===== config.mk =====
export PLATFORM = sky130hd
export DESIGN_NAME = io_uart_periph
export DESIGN_NICKNAME = d
export VERILOG_FILES = /design/src/rtl/io_uart_periph.sv
export SDC_FILE = /design/constraint.sdc
export NUM_CORES = 1
export LEC_CHECK = 0
export ABC_CLOCK_PERIOD_IN_PS = 3350
export BUFFER_PORTS_ARGS = -buffer_cell sky130_fd_sc_hd__clkbuf_2
export CAP_MARGIN = 10
export CORE_UTILIZATION = 61
export CTS_CLUSTER_SIZE = 24
export DETAILED_ROUTE_END_ITERATION = 12
export PLACE_DENSITY = 0.79
export REMOVE_ABC_BUFFERS = 1
export SYNTH_ARGS = -nofsm -noshare
export SYNTH_HDL_FRONTEND = slang
export SYNTH_SLANG_ARGS = --single-unit

===== constraint.sdc =====
create_clock -name clk -period 3.35 [get_ports clk]
set_input_delay 0.1675 -clock clk [delete_from_list [all_inputs] [get_ports clk]]
set_output_delay 0.1675 -clock clk [all_outputs]
set_load 0.05 [all_outputs]

===== src/rtl/io_uart_periph.sv =====
// UART peripheral on the processor IO bus: four-port register map, TX/RX FIFOs,
// and 8N1 serialiser/deserialiser with sticky overrun and framing-error flags.

module io_uart_fifo #(
  parameter int DEPTH = 8
) (
  input  logic       clk,
  input  logic       reset,
  input  logic       flush,
  input  logic       push,
  input  logic [7:0] wdata,
  input  logic       pop,
  output logic [7:0] rdata,
  output logic       full,
  output logic       empty
);
  localparam int AW = $clog2(DEPTH);

  logic [AW:0] wptr, rptr;
  logic [7:0]  mem [DEPTH];
  logic        do_push, do_pop;

  assign empty   = (wptr == rptr);
  assign full    = (wptr[AW] != rptr[AW]) && (wptr[AW-1:0] == rptr[AW-1:0]);
  // a pop in the same cycle frees the slot, so a full FIFO still accepts the push
  assign do_pop  = pop && !empty;
  assign do_push = push && (!full || do_pop);
  assign rdata   = mem[rptr[AW-1:0]];

  always_ff @(posedge clk) begin
    if (reset || flush) begin
      wptr <= '0;
      rptr <= '0;
    end else begin
      if (do_push) wptr <= wptr + 1'b1;
      if (do_pop)  rptr <= rptr + 1'b1;
    end
  end

  always_ff @(posedge clk) begin
    if (do_push && !flush && !reset) mem[wptr[AW-1:0]] <= wdata;
  end
endmodule

module io_uart_periph #(
  parameter int         CLKS_PER_BIT = 868,
  parameter int         FIFO_DEPTH   = 8,
  parameter logic [7:0] BASE_PORT    = 8'h00
) (
  input  logic       clk,
  input  logic       reset,
  input  logic [7:0] io_port_id,
  input  logic [7:0] io_write_data,
  input  logic       io_write_strobe,
  input  logic       io_read_strobe,
  output logic [7:0] io_read_data,
  input  logic       uart_rx,
  output logic       uart_tx,
  output logic       irq
);
  localparam int CW = $clog2(CLKS_PER_BIT);
  localparam logic [CW-1:0] BAUD_END = CW'(CLKS_PER_BIT - 1);
  localparam logic [CW-1:0] BAUD_MID = CW'(CLKS_PER_BIT / 2 - 1);

  typedef enum logic [1:0] {IDLE, START, DATA, STOP} state_t;

  // bus decode
  logic [7:0] off;
  logic       hit, tx_wr, ctrl_wr, rx_rd, flush;
  assign off     = io_port_id - BASE_PORT;
  assign hit     = (off[7:2] == 6'd0);
  assign tx_wr   = hit && io_write_strobe && (off[1:0] == 2'd0);
  assign ctrl_wr = hit && io_write_strobe && (off[1:0] == 2'd3);
  assign rx_rd   = hit && io_read_strobe  && (off[1:0] == 2'd2);
  assign flush   = ctrl_wr && io_write_data[2];

  logic [7:0] tx_head, rx_head;
  logic       tx_full, tx_empty, rx_full, rx_empty;
  logic       tx_pop, rx_push;

  io_uart_fifo #(.DEPTH(FIFO_DEPTH)) u_tx_fifo (
    .clk(clk), .reset(reset), .flush(flush),
    .push(tx_wr), .wdata(io_write_data), .pop(tx_pop),
    .rdata(tx_head), .full(tx_full), .empty(tx_empty)
  );

  logic [7:0] rx_shift;
  io_uart_fifo #(.DEPTH(FIFO_DEPTH)) u_rx_fifo (
    .clk(clk), .reset(reset), .flush(flush),
    .push(rx_push), .wdata(rx_shift), .pop(rx_rd),
    .rdata(rx_head), .full(rx_full), .empty(rx_empty)
  );

  // TX serialiser
  state_t        tx_state, tx_state_n;
  logic [CW-1:0] tx_cnt;
  logic [2:0]    tx_bit;
  logic [7:0]    tx_shift;
  logic          tx_end, tx_line;
  assign tx_end = (tx_cnt == BAUD_END);

  always_comb begin
    tx_state_n = tx_state;
    tx_pop     = 1'b0;
    tx_line    = 1'b1;
    case (tx_state)
      IDLE: if (!tx_empty && !flush) begin
        tx_pop     = 1'b1;
        tx_state_n = START;
      end
      START: begin
        tx_line = 1'b0;
        if (tx_end) tx_state_n = DATA;
      end
      DATA: begin
        tx_line = tx_shift[0];
        if (tx_end && tx_bit == 3'd7) tx_state_n = STOP;
      end
      STOP: if (tx_end) begin
        if (!tx_empty && !flush) begin
          tx_pop     = 1'b1;
          tx_state_n = START;
        end else begin
          tx_state_n = IDLE;
        end
      end
      default: tx_state_n = IDLE;
    endcase
  end

  always_ff @(posedge clk) begin
    if (reset) begin
      tx_state <= IDLE;
      tx_cnt   <= '0;
      tx_bit   <= '0;
      tx_shift <= '0;
    end else begin
      tx_state <= tx_state_n;
      if (tx_pop) begin
        tx_shift <= tx_head;
        tx_cnt   <= '0;
        tx_bit   <= '0;
      end else if (tx_state != IDLE) begin
        tx_cnt <= tx_end ? '0 : tx_cnt + 1'b1;
        if (tx_state == DATA && tx_end) begin
          tx_shift <= {1'b0, tx_shift[7:1]};
          tx_bit   <= tx_bit + 1'b1;
        end
      end
    end
  end

  assign uart_tx = tx_line;

  // RX synchroniser and deserialiser
  logic          rx_s1, rx_sync, rx_prev;
  state_t        rx_state, rx_state_n;
  logic [CW-1:0] rx_cnt;
  logic [2:0]    rx_bit;
  logic          rx_restart, set_fe, set_ov;
  logic          overrun, frame_err;

  always_comb begin
    rx_state_n = rx_state;
    rx_push    = 1'b0;
    set_fe     = 1'b0;
    rx_restart = 1'b0;
    case (rx_state)
      IDLE: if (rx_prev && !rx_sync) rx_state_n = START;
      START: if (rx_cnt == BAUD_MID) begin
        rx_restart = 1'b1;
        rx_state_n = rx_sync ? IDLE : DATA;
      end
      DATA: if (rx_cnt == BAUD_END) begin
        rx_restart = 1'b1;
        if (rx_bit == 3'd7) rx_state_n = STOP;
      end
      STOP: if (rx_cnt == BAUD_END) begin
        rx_restart = 1'b1;
        rx_state_n = IDLE;
        rx_push    = rx_sync;
        set_fe     = !rx_sync;
      end
      default: rx_state_n = IDLE;
    endcase
  end

  always_ff @(posedge clk) begin
    if (reset) begin
      rx_s1    <= 1'b1;
      rx_sync  <= 1'b1;
      rx_prev  <= 1'b1;
      rx_state <= IDLE;
      rx_cnt   <= '0;
      rx_bit   <= '0;
      rx_shift <= '0;
    end else begin
      rx_s1    <= uart_rx;
      rx_sync  <= rx_s1;
      rx_prev  <= rx_sync;
      rx_state <= rx_state_n;
      rx_cnt   <= (rx_state == IDLE || rx_restart) ? '0 : rx_cnt + 1'b1;
      if (rx_state == DATA && rx_cnt == BAUD_END) begin
        rx_shift <= {rx_sync, rx_shift[7:1]};
        rx_bit   <= rx_bit + 1'b1;
      end
    end
  end

  // a byte arriving into a full FIFO with no same-cycle read is lost
  assign set_ov = rx_push && rx_full && !(rx_rd && !rx_empty) && !flush;

  always_ff @(posedge clk) begin
    if (reset) begin
      overrun   <= 1'b0;
      frame_err <= 1'b0;
    end else begin
      overrun   <= set_ov || (overrun   && !(ctrl_wr && io_write_data[0]));
      frame_err <= set_fe || (frame_err && !(ctrl_wr && io_write_data[1]));
    end
  end

  always_comb begin
    io_read_data = 8'h00;
    if (hit) begin
      case (off[1:0])
        2'd1: io_read_data = {1'b0, frame_err, (tx_state != IDLE), overrun,
                              rx_full, !rx_empty, tx_empty, tx_full};
        2'd2: io_read_data = rx_empty ? 8'h00 : rx_head;
        default: io_read_data = 8'h00;
      endcase
    end
  end

  assign irq = !rx_empty || overrun || frame_err;
endmodule

==> flow_metrics.tcl <==
set metrics [dict create \
    r2r-end "u_rx_fifo.mem[5][3]" \
    synthAdderAreaFrac_pct 2.81 \
    min_period_ps 2930 \
    yosys.area_share.xor_xnor_pct 3.51 \
    viasPerCell 6.13 \
    crit_fanout 8 \
    synthMuxAreaShare_pct 12.3 \
    synthArstFlopShare_pct 0 \
    tightest_slew_ps 743 \
    final-setup-viol-count 0 \
    startpoint "rx_cnt[0]" \
    synth_top_family_by_area "multiplexers" \
    reg2reg_slack_ps 420 \
    design.die.area_um2 14400 \
    rows 42 \
    clock-sinks 201 \
    power_mw 5.13 \
    grt_pass1_vias 5211 \
    dp_hpwl_um 11500 \
    powerDensity_nw_per_um2 535 \
    clk_pin_slew_ps 60 \
    grt_max_degree 30 \
    worstPathArrival_ps 3040 \
    fin_tns_setup_ps 0 \
    fin_crit_sh_pct 87.4 \
    min_path_cells 1 \
    drc 0 \
    max_freq_mhz 342 \
    crit_path_cell_trace "ha_1, or4bb_1, nor4_4, and3_1, nand4_1, nor2_1" \
    ys_types 58 \
    fin_area_um2 9580 \
    layout-drive-gt1-share_pct 19.4 \
    leakagePower_nw 3.31 \
    fillers 875 \
    yosys.area_share.simple_pct 12.3 \
    synthesis.area_um2 8470 \
    max_stage_delay_ps 620 \
    postSynthCellCount 597 \
    status "finished, final reports clean" \
    synth_edf_count 128 \
    slew_headroom_pct 50.4 \
    endpoint "u_rx_fifo.mem[5][3]" \
    cp-end-kind "register" \
    drt_iter0_markers 363 \
    worstPathRequired_ps 3460 \
    rsz0062_at_grt "no" \
    drtAntennaViolNets 0 \
    antenna_found_initial 0 \
    skew_ps 7.81 \
    grt_usage_pct 25.2 \
    grt_pass1_wl_um 27500 \
    fin_nets 685 \
    hold_path.class "primary input to register" \
    port_buffers 30 \
    cts_max_level 1 \
    hold_start "io_write_data[1]" \
    placed_area_um2 8840 \
    synth_seq_cells 201 \
    maxCapViolations 0 \
    clockBufferDepth 3 \
    coreArea_um2 13400 \
    cpMaxStageDelayCell "nor2_1" \
    final_max_slew_viol_count 0 \
    pin_count 31 \
    overflow 0 \
    die_h_um 120 \
    fin_util_pct 71.5 \
    vias 5117 \
    synth_compound_area_share_pct 4.47 \
    ctsRootBufferMaster "clkbuf_16" \
    yosysSeqAreaShare_pct 62.6 \
    gp_congestion 0.872 \
    die_x_um 120 \
    r2r_start "rx_cnt[0]" \
    cts_tree "built" \
    antennaDiodeCount 0 \
    syn2layout_area_growth_pct 13.1 \
    ir_drop_v 0.000423 \
    drt_wl_total_um 17300 \
    wire_per_inst_um 20.7 \
    finalHoldViolCount 0 \
    cts-buffers-inserted 21 \
    start_util_pct 63.2 \
    start_kind "register" \
    yosysWarningCount 0 \
    crit_type "register to register" \
    drtPass1Iterations 5 \
    reg2reg_depth 6 \
    syn_area_per_cell_um2 14.2 \
    clkLatencyLatePin_ps 480 \
    ys.flop_type "edfxtp_1" \
]
## power by group
group | internal, mW | switching (mW) | leakage [nW]
sequential | 2.63 | 0.0186 | 1.76
combinational | 0.0795 | 0.112 | 1.22
clock | 1.38 | 0.909 | 0.335
## worst min path at each step
stage                          endpoint
finish              u_tx_fifo.mem[0][1]
detailed placement                rx_s1
global placement                  rx_s1
floorplan                       overrun
global route        u_tx_fifo.mem[2][1]
CTS                 u_tx_fifo.mem[4][0]
## state kept, by name (all words and copies together) (netlist names), 4 cells and up, named ones only
signal,count
rx_cnt,10
rx_shift,8
tx_cnt,10
tx_shift,8
u_rx_fifo.mem,64
u_rx_fifo.rptr,4
u_rx_fifo.wptr,4
u_tx_fifo.mem,64
u_tx_fifo.rptr,4
u_tx_fifo.wptr,4
## synthesized netlist by cell type (3+ instances only)
| cell | count | area share, % |
|---|---|---|
| nand2_1 | 19 | 0.84 |
| a21oi_1 | 13 | 0.77 |
| nand4_1 | 13 | 0.96 |
| and4_1 | 5 | 0.52 |
| a211oi_1 | 16 | 1.4 |
| nand2b_1 | 4 | 0.30 |
| buf_2 | 11 | 0.65 |
| nor2b_1 | 9 | 0.66 |
| nor2_1 | 62 | 2.7 |
| or2_2 | 4 | 0.30 |
| o21ai_0 | 8 | 0.47 |
| nand4b_1 | 3 | 0.31 |
| o22ai_1 | 4 | 0.30 |
| dfxtp_1 | 73 | 17 |
| mux2i_1 | 31 | 3.7 |
| nor3_1 | 9 | 0.53 |
| nand3b_1 | 3 | 0.27 |
| and4b_1 | 4 | 0.47 |
| xnor2_1 | 19 | 2.0 |
| nand3_1 | 18 | 1.1 |
| mux4_2 | 32 | 8.5 |
| inv_1 | 12 | 0.53 |
| xor2_1 | 15 | 1.6 |
| and3_1 | 9 | 0.66 |
| a31oi_1 | 3 | 0.22 |
| clkbuf_1 | 13 | 0.58 |
| or3_1 | 4 | 0.30 |
| ha_1 | 19 | 2.8 |
| edfxtp_1 | 128 | 45 |
## final cells by class
type / instances / area, um^2 / share of cell area (%)
Clock buffer: 22 / 529 / 5.52
Sequential cell: 201 / 5310 / 55.4
Timing Repair Buffer: 52 / 330 / 3.45
Clock inverter: 15 / 153 / 1.59
Inverter: 12 / 45.0 / 0.470
Tap cell: 176 / 220 / 2.30
Multi-Input combinational cell: 357 / 3000 / 31.3
## kinds of logic after synthesis
family | count (synthesis)
xor gates and xnor gates | 34
DFF | 201
and+or+nand+nor | 184
AOI/OAI and AO/OA | 56
muxes | 64
adders and majority gates | 19
buffers and inverters | 39
## worst max-delay path, delay by kind of cell, from the launching register on
kind | cells | cell delay [ps]
adder cells (fa/ha/maj) | 1 | 250
AND/OR/NAND/NOR | 5 | 1910
flip-flops | 1 | 390
## timing repair
| action | 4_1_cts | 5_1_grt |
|---|---|---|
| gates resized for setup | 0 | 0 |
| endpoints found under the hold margin | 41 | 0 |
| hold buffers | 6 | 0 |
| setup buffers | 0 | 0 |
## layout by cell type (no fill, tap or decap), types with 4 or more instances in the layout
| master | instances |
|---|---|
| edfxtp_1 | 128 |
| dfxtp_1 | 73 |
| nor2_1 | 62 |
| mux4_2 | 32 |
| mux2i_1 | 31 |
| clkbuf_2 | 30 |
| clkbuf_16 | 21 |
| xnor2_1 | 19 |
| nand2_1 | 19 |
| ha_1 | 19 |
| nand3_1 | 18 |
| a211oi_1 | 16 |
| buf_4 | 16 |
| xor2_1 | 15 |
| nand4_1 | 13 |
| a21oi_1 | 13 |
| inv_1 | 12 |
| and3_1 | 9 |
| nor3_1 | 9 |
| nor2b_1 | 9 |
| o21ai_0 | 8 |
| clkinv_2 | 6 |
| dlygate4sd3_1 | 6 |
| and4_1 | 5 |
| o22ai_1 | 4 |
| and4b_1 | 4 |
| nand2b_1 | 4 |
| or3_1 | 4 |
| or2_2 | 4 |
## through the flow
stage | setup WS [ps] | cells | hold WS, ps
after CTS | 428 | 835 | 23.7
after detailed placement | 472 | 792 | 356
after global routing | 191 | 835 | 30.5
after global placement | 547 | 792 | 350
after floorplan | 643 | 570 | 237
final | 422 | 835 | 29.9
## layer usage
layer / part of all wire, % / track usage (%) / vias to the layer above / wire length, um
li1: - / - / 2370 / -
met4: 2.8 / 8.28 / 0 / 486
met5: 0 / 0 / - / 0
met3: 4.2 / 4.61 / 35 / 732
met1: 41 / 31.8 / 2587 / 7150
met2: 52 / 44.1 / 125 / 8890
Note: power is estimated with default switching activity, not from simulation.
